**src/rtl/compress_pack_engine.sv**
```systemverilog
// Compresses ML-KEM coefficients to d bits, packs them LSB-first into DATA_WIDTH
// words and either writes them to the API or compares them against API read data.
module compress_pack_engine #(
    parameter int COEFF_PER_CLK = 4,
    parameter int COEFF_W       = 12,
    parameter int DATA_WIDTH    = 32,
    parameter int ADDR_W        = 15
) (
    input  logic                             clk,
    input  logic                             reset,
    input  logic                             zeroize,
    input  logic                             start,
    input  logic [3:0]                       d_sel,
    input  logic                             compare_mode,
    input  logic [2:0]                       num_poly,
    input  logic [ADDR_W-1:0]                dest_base_addr,
    input  logic                             coeff_valid,
    output logic                             coeff_ready,
    input  logic [COEFF_PER_CLK*COEFF_W-1:0] coeff_data,
    output logic                             api_wr_en,
    output logic                             api_rd_en,
    output logic [ADDR_W-1:0]                api_addr,
    output logic [DATA_WIDTH-1:0]            api_wr_data,
    input  logic [DATA_WIDTH-1:0]            api_rd_data,
    output logic                             busy,
    output logic                             done,
    output logic                             cmp_fail,
    output logic [ADDR_W-1:0]                cmp_fail_addr,
    output logic                             cfg_err
);
    localparam int ACC_W  = DATA_WIDTH + COEFF_PER_CLK*12;
    localparam int FILL_W = $clog2(ACC_W + 1);
    localparam int NEW_W  = COEFF_PER_CLK*12;
    localparam int BEAT_W = 12;
    localparam int PROD_W = COEFF_W + 13;

    typedef enum logic [1:0] {IDLE, RUN, DRAIN, DONE} state_t;

    state_t              state;
    logic [3:0]          d_q;
    logic                cmp_mode_q;
    logic [ACC_W-1:0]    acc;
    logic [FILL_W-1:0]   fill;
    logic [BEAT_W-1:0]   beats_left;
    logic [ADDR_W-1:0]   addr_ptr;
    logic                tail;
    logic                cmp_pending;
    logic [DATA_WIDTH-1:0] cmp_word;
    logic [ADDR_W-1:0]   cmp_addr;

    logic [NEW_W-1:0]    new_bits;
    logic [PROD_W-1:0]   prod;
    logic [PROD_W-1:0]   quot;
    logic [11:0]         y;

    // Per-lane rounding compression, packed so lane 0 lands in the lowest bits.
    always_comb begin
        new_bits = '0;
        prod     = '0;
        quot     = '0;
        y        = '0;
        for (int i = 0; i < COEFF_PER_CLK; i++) begin
            prod = PROD_W'(coeff_data[i*COEFF_W +: COEFF_W]) << d_q;
            quot = (prod + PROD_W'(1664)) / PROD_W'(3329);
            if (d_q == 4'd12)
                y = 12'(coeff_data[i*COEFF_W +: COEFF_W]);
            else
                y = 12'(quot) & ((12'd1 << d_q) - 12'd1);
            new_bits = new_bits | (NEW_W'(y) << (i * int'(d_q)));
        end
    end

    logic                accept;
    logic                pop;
    logic [FILL_W-1:0]   step;
    logic [FILL_W-1:0]   fill_after_pop;
    logic [FILL_W-1:0]   fill_next;
    logic [FILL_W-1:0]   post_next;
    logic [ACC_W-1:0]    acc_next;
    logic [BEAT_W-1:0]   beats_next;
    logic                room_next;
    logic                cfg_legal;

    always_comb begin
        accept         = coeff_valid && coeff_ready;
        pop            = (state == RUN || state == DRAIN) && (fill >= FILL_W'(DATA_WIDTH));
        step           = FILL_W'(COEFF_PER_CLK) * FILL_W'(d_q);
        fill_after_pop = pop ? fill - FILL_W'(DATA_WIDTH) : fill;
        acc_next       = (pop ? acc >> DATA_WIDTH : acc)
                         | (accept ? (ACC_W'(new_bits) << fill_after_pop) : '0);
        fill_next      = fill_after_pop + (accept ? step : '0);
        beats_next     = beats_left - (accept ? BEAT_W'(1) : '0);
        post_next      = (fill_next >= FILL_W'(DATA_WIDTH)) ? fill_next - FILL_W'(DATA_WIDTH) : fill_next;
        room_next      = (int'(post_next) + int'(step)) <= ACC_W;
        cfg_legal      = (d_sel >= 4'd1) && (d_sel <= 4'd12) && (num_poly != 3'd0);
    end

    assign busy = (state != IDLE);

    always_ff @(posedge clk) begin
        if (reset || zeroize) begin
            state         <= IDLE;
            d_q           <= '0;
            cmp_mode_q    <= 1'b0;
            acc           <= '0;
            fill          <= '0;
            beats_left    <= '0;
            addr_ptr      <= '0;
            tail          <= 1'b0;
            cmp_pending   <= 1'b0;
            cmp_word      <= '0;
            cmp_addr      <= '0;
            coeff_ready   <= 1'b0;
            api_wr_en     <= 1'b0;
            api_rd_en     <= 1'b0;
            api_addr      <= '0;
            api_wr_data   <= '0;
            done          <= 1'b0;
            cmp_fail      <= 1'b0;
            cmp_fail_addr <= '0;
            cfg_err       <= 1'b0;
        end else begin
            api_wr_en   <= 1'b0;
            api_rd_en   <= 1'b0;
            done        <= 1'b0;
            // Read data returns one cycle after the read, so compare against the word held then.
            cmp_pending <= api_rd_en;
            cmp_word    <= api_wr_data;
            cmp_addr    <= api_addr;
            if (cmp_pending && (api_rd_data != cmp_word) && !cmp_fail) begin
                cmp_fail      <= 1'b1;
                cmp_fail_addr <= cmp_addr;
            end

            case (state)
                IDLE: begin
                    if (start) begin
                        cmp_fail      <= 1'b0;
                        cmp_fail_addr <= '0;
                        if (cfg_legal) begin
                            state       <= RUN;
                            d_q         <= d_sel;
                            cmp_mode_q  <= compare_mode;
                            addr_ptr    <= dest_base_addr;
                            beats_left  <= BEAT_W'(num_poly) * BEAT_W'(256 / COEFF_PER_CLK);
                            acc         <= '0;
                            fill        <= '0;
                            tail        <= 1'b0;
                            coeff_ready <= 1'b1;
                            cfg_err     <= 1'b0;
                        end else begin
                            cfg_err <= 1'b1;
                            done    <= 1'b1;
                        end
                    end
                end
                RUN, DRAIN: begin
                    acc         <= acc_next;
                    fill        <= fill_next;
                    beats_left  <= beats_next;
                    coeff_ready <= (state == RUN) && (beats_next != '0) && room_next;
                    if (pop) begin
                        api_wr_en   <= !cmp_mode_q;
                        api_rd_en   <= cmp_mode_q;
                        api_addr    <= addr_ptr;
                        api_wr_data <= acc[DATA_WIDTH-1:0];
                        addr_ptr    <= addr_ptr + ADDR_W'(1);
                    end
                    if (state == RUN) begin
                        if (accept && beats_left == BEAT_W'(1))
                            state <= DRAIN;
                    end else if (fill == '0) begin
                        // Compare mode waits one extra cycle so the last read is evaluated.
                        if (!cmp_mode_q || tail) begin
                            state <= DONE;
                            done  <= 1'b1;
                        end else begin
                            tail <= 1'b1;
                        end
                    end
                end
                DONE: state <= IDLE;
                default: state <= IDLE;
            endcase
        end
    end
endmodule
```
**config.mk**
```make
export PLATFORM = sky130hd
export DESIGN_NAME = compress_pack_engine
export DESIGN_NICKNAME = d
export VERILOG_FILES = /design/src/rtl/compress_pack_engine.sv
export SDC_FILE = /design/constraint.sdc
export NUM_CORES = 2
export LEC_CHECK = 0
export ABC_AREA = 0
export CORE_ASPECT_RATIO = 0.75
export CORE_UTILIZATION = 30
export CTS_CLUSTER_SIZE = 10
export DETAILED_ROUTE_END_ITERATION = 8
export PLACE_DENSITY = 0.43
export SLEW_MARGIN = 20
export SYNTH_ARGS = -nofsm -noshare
export SYNTH_HDL_FRONTEND = slang
export SYNTH_SLANG_ARGS = --single-unit
```
**constraint.sdc**
```tcl
create_clock -name clk -period 28 [get_ports clk]
set_clock_uncertainty 0.2 [all_clocks]
set_input_delay 5.6 -clock clk [delete_from_list [all_inputs] [get_ports clk]]
set_output_delay 5.6 -clock clk [all_outputs]
set_load 0.05 [all_outputs]
```
==> results.md <==
- Initial drt markers: approximately 5800
- Yosys reg bits: 236
- Vias/cell: 6.271
- Cell type with the largest total area after synthesis: dfxtp_1
- Post-synth top flop: dfxtp_1
- Area Overhead vs Synth: 8.075%
- Worst skew pair latency: 0.56 ns
- Switching share of power: 49.56%
- Die Span X: around 460 um
- # Max-Cap Violations: 0
- CP arrival: 26.82 ns
- Synth area leaders: dfxtp_1 10%, nand2_1 6.1%, nor2_1 5.1%, a21oi_1 4.7%, xnor2_1 4.3%
- Synth Area in Compound Gates: approximately two fifths
- Post-CTS setup buffer count: 0
- Initial antenna violation count: 17
- Root buf cell: clkbuf_16
- Largest net degree at the start of global routing: 72
- Vias in the first global route: 49470
- Placed cell areas: 49780 um^2
- Syn avg cell area: slightly above 7 um^2
- Largest family of logic cells by synthesized area: compound AO/OA/AOI/OAI gates
- Fmax: 37.64 MHz
- Crit path required time: 28.25 ns
- Period minus WS final: 26.57 ns
- Post-synthesis simple-gate area fraction: 30.49%
- Startpoint Class: primary input
- CTS max path bufs: 3
- Crit path max fanout: 15
- Layout net count: 6720
- First-pass GRT wire length: 310900 um
- DP HPWL: 159700 um
- Slew Limit Fails: 0
- Number of synthesized flops with an enable pin: 0
- DIE HEIGHT: 344.3 um
- Final setup violation count: 0
- Clk sinks: about 240
- Most common cell in the netlist: nand2_1
- Warnings, synthesis: 0
- Crit path capture type: flop
- I/O Buffers: 176
- Logic pwr share: 60.7%
- Mux contribution to synthesized area: 7.781%
- Synth top cells by count: 756 x nand2_1, 638 x nor2_1, 437 x a21oi_1
- Leak: ~17 nW
- Yosys top cell area share: 10.08%
- Net Count, Synth: 6778
- Hold Worst Slack: about 0.25 ns
- CTS tree: yes
- NetSw: ~840 uW
- GP Congestion: 0.9518
- # H-tree levels: 1
- Post-Route WL: 204000 um
- Crit path largest cell delay: 0.94 ns
- Final period utilization: 94.89%
- Total gr overflow: 0
- Hold Fails Final Rpt: 0
- Post-Synth Adder-Cell Area: between 1 and 1.5%
- Die area: 157800 um^2
- Synth Cell Area: 46870 um^2
- Cts bufs inserted: 27
- Drt drc: 0
- I/O pin total: between 150 and 200
- Vias: around 54000
- Worst slew pin tran: 1.201 ns
- WL/cell: approximately 23 um
- Post-layout instance area: 50660 um^2
- Slew HR: 19.23%
- HP Class: flop to flop
- Power per cell area: approximately 33 nW/um^2
- Core area: 155000 um^2
- Internal: between 800 and 900 uW
- Synth Instances: 6624
- Num rows: between 100 and 150
- Distinct cells, synth: about 170
- GRT Total Usage: between 20% and 30%
- Status: complete, no violations
- Fillers: 16900
- VDD IR max: 39.85 uV
- Seq/Total Area, Yosys: 10.08%
- Layout cell share with drive strength beyond 1: roughly a tenth
- Post-synth ARST share: 0%
- Part of the power in the clock network: 19.1%
- Starting density of the core: a little under a third
- DRT Pass-1 Iters: 6
- Seq pwr share: 20.2%
- Worst path slowest cell: clkdlybuf4s50_1
- Antenna Violating Nets Remaining: 0
- CP Class: primary input to flop
- Worst-path clk slew: 0.07 ns
- Post-Synth XOR/XNOR Area: 6.636%
==> final timing paths <==
path	startpoint	endpoint	slack, ns	depth (start not counted)
worst min-delay path	acc[4]	acc[4]	0.25	2
worst min register to register	acc[4]	acc[4]	0.25	2
worst max-delay path	coeff_data[12]	acc[32]	1.43	54
worst max register to register	d_q[3]	acc[18]	5.93	63
==> cells by family after synthesis <==
family	Yosys count
flops	236
xor+xnor	347
mux	307
simple gates	2828
buf+inv	459
fa+ha+maj	50
compound gates	2397
==> power by group through the flow <==
stage                     registers [mW]  logic [mW]  clock network (mW)
after floorplan                    0.349       0.738                   0
after global placement             0.350        1.00                   0
after detailed placement           0.350       0.997                   0
after CTS                          0.342        1.00               0.329
after global routing               0.343        1.12               0.345
final                              0.342        1.03               0.323
==> metrics by stage <==
stage / power (mW) / std cells / setup WS, ns / util, % / TNS (ns)
floorplan: 1.087 / 6624 / 5.686 / - / 0
global placement: 1.354 / 8632 / 0.7879 / 32.12 / 0
detailed placement: 1.347 / 8632 / 0.2594 / 32.12 / 0
CTS: 1.675 / 8664 / 0.7665 / 32.58 / 0
global route: 1.804 / 8672 / -0.01905 / 32.67 / -0.01905
finish: 1.693 / 8680 / 1.432 / 32.68 / 0
==> final cells by class <==
class	count	area [um^2]	share of cell area, %
Tap cell	2095	2621	5.174
Timing Repair Buffer	269	2460	4.856
Inverter	103	387.9	0.7657
Clock buffer	31	710.7	1.403
Multi-Input combinational cell	5929	39690	78.34
Antenna cell	16	40.04	0.07904
Sequential cell	236	4743	9.364
Clock inverter	1	8.758	0.01729
==> worst max-delay path: cells and delay by family <==
| kind | cells | cell delay (ns) |
|---|---|---|
| fa+ha+maj | 1 | 0.32 |
| buf+inv | 2 | 1.03 |
| compound gates | 27 | 11.53 |
| mux | 6 | 2.19 |
| simple gates | 17 | 5.93 |
| xor+xnor | 1 | 0.18 |
==> registers in the layout (all words and copies together), names as in the netlist <==
register	cells
cmp_fail_addr	15
cmp_fail	1
done	1
addr_ptr	15
cmp_word	32
cmp_pending	1
acc	80
api_rd_en	1
beats_left	12
fill	5
api_wr_data	32
coeff_ready	1
api_addr	15
api_wr_en	1
state	2
tail	1
d_q	4
cmp_addr	15
cmp_mode_q	1
cfg_err	1
==> layout by cell type, fill, tap and decap left out, types with 96 or more instances in the layout <==
cell type	Yosys	routed
a211oi_1	128	127
a21o_1	102	102
a21oi_1	437	434
a31oi_1	98	98
and2_1	163	162
and3_1	109	109
clkdlybuf4s50_1	0	176
dfxtp_1	236	229
inv_1	99	96
mux2i_1	170	169
nand2_1	756	755
nand3_1	253	253
nor2_1	638	635
nor3_1	244	241
o211ai_1	97	97
o21ai_0	317	315
xnor2_1	230	226
xor2_1	109	109
==> timing repair <==
item,in CTS,in global routing
hold buffers,0,0
gates resized for setup,0,17
endpoints found under the setup margin,0,80
endpoints found under the hold margin,0,0
==> per-layer routing <==
layer | GRT usage, % | wire, um
met1 | 38.33 | 103500
met3 | 2.807 | 14320
met5 | 0 | 13
met4 | 4.453 | 3792
met2 | 35.14 | 82320
No activity file was read; power rests on OpenSTA's default activity.
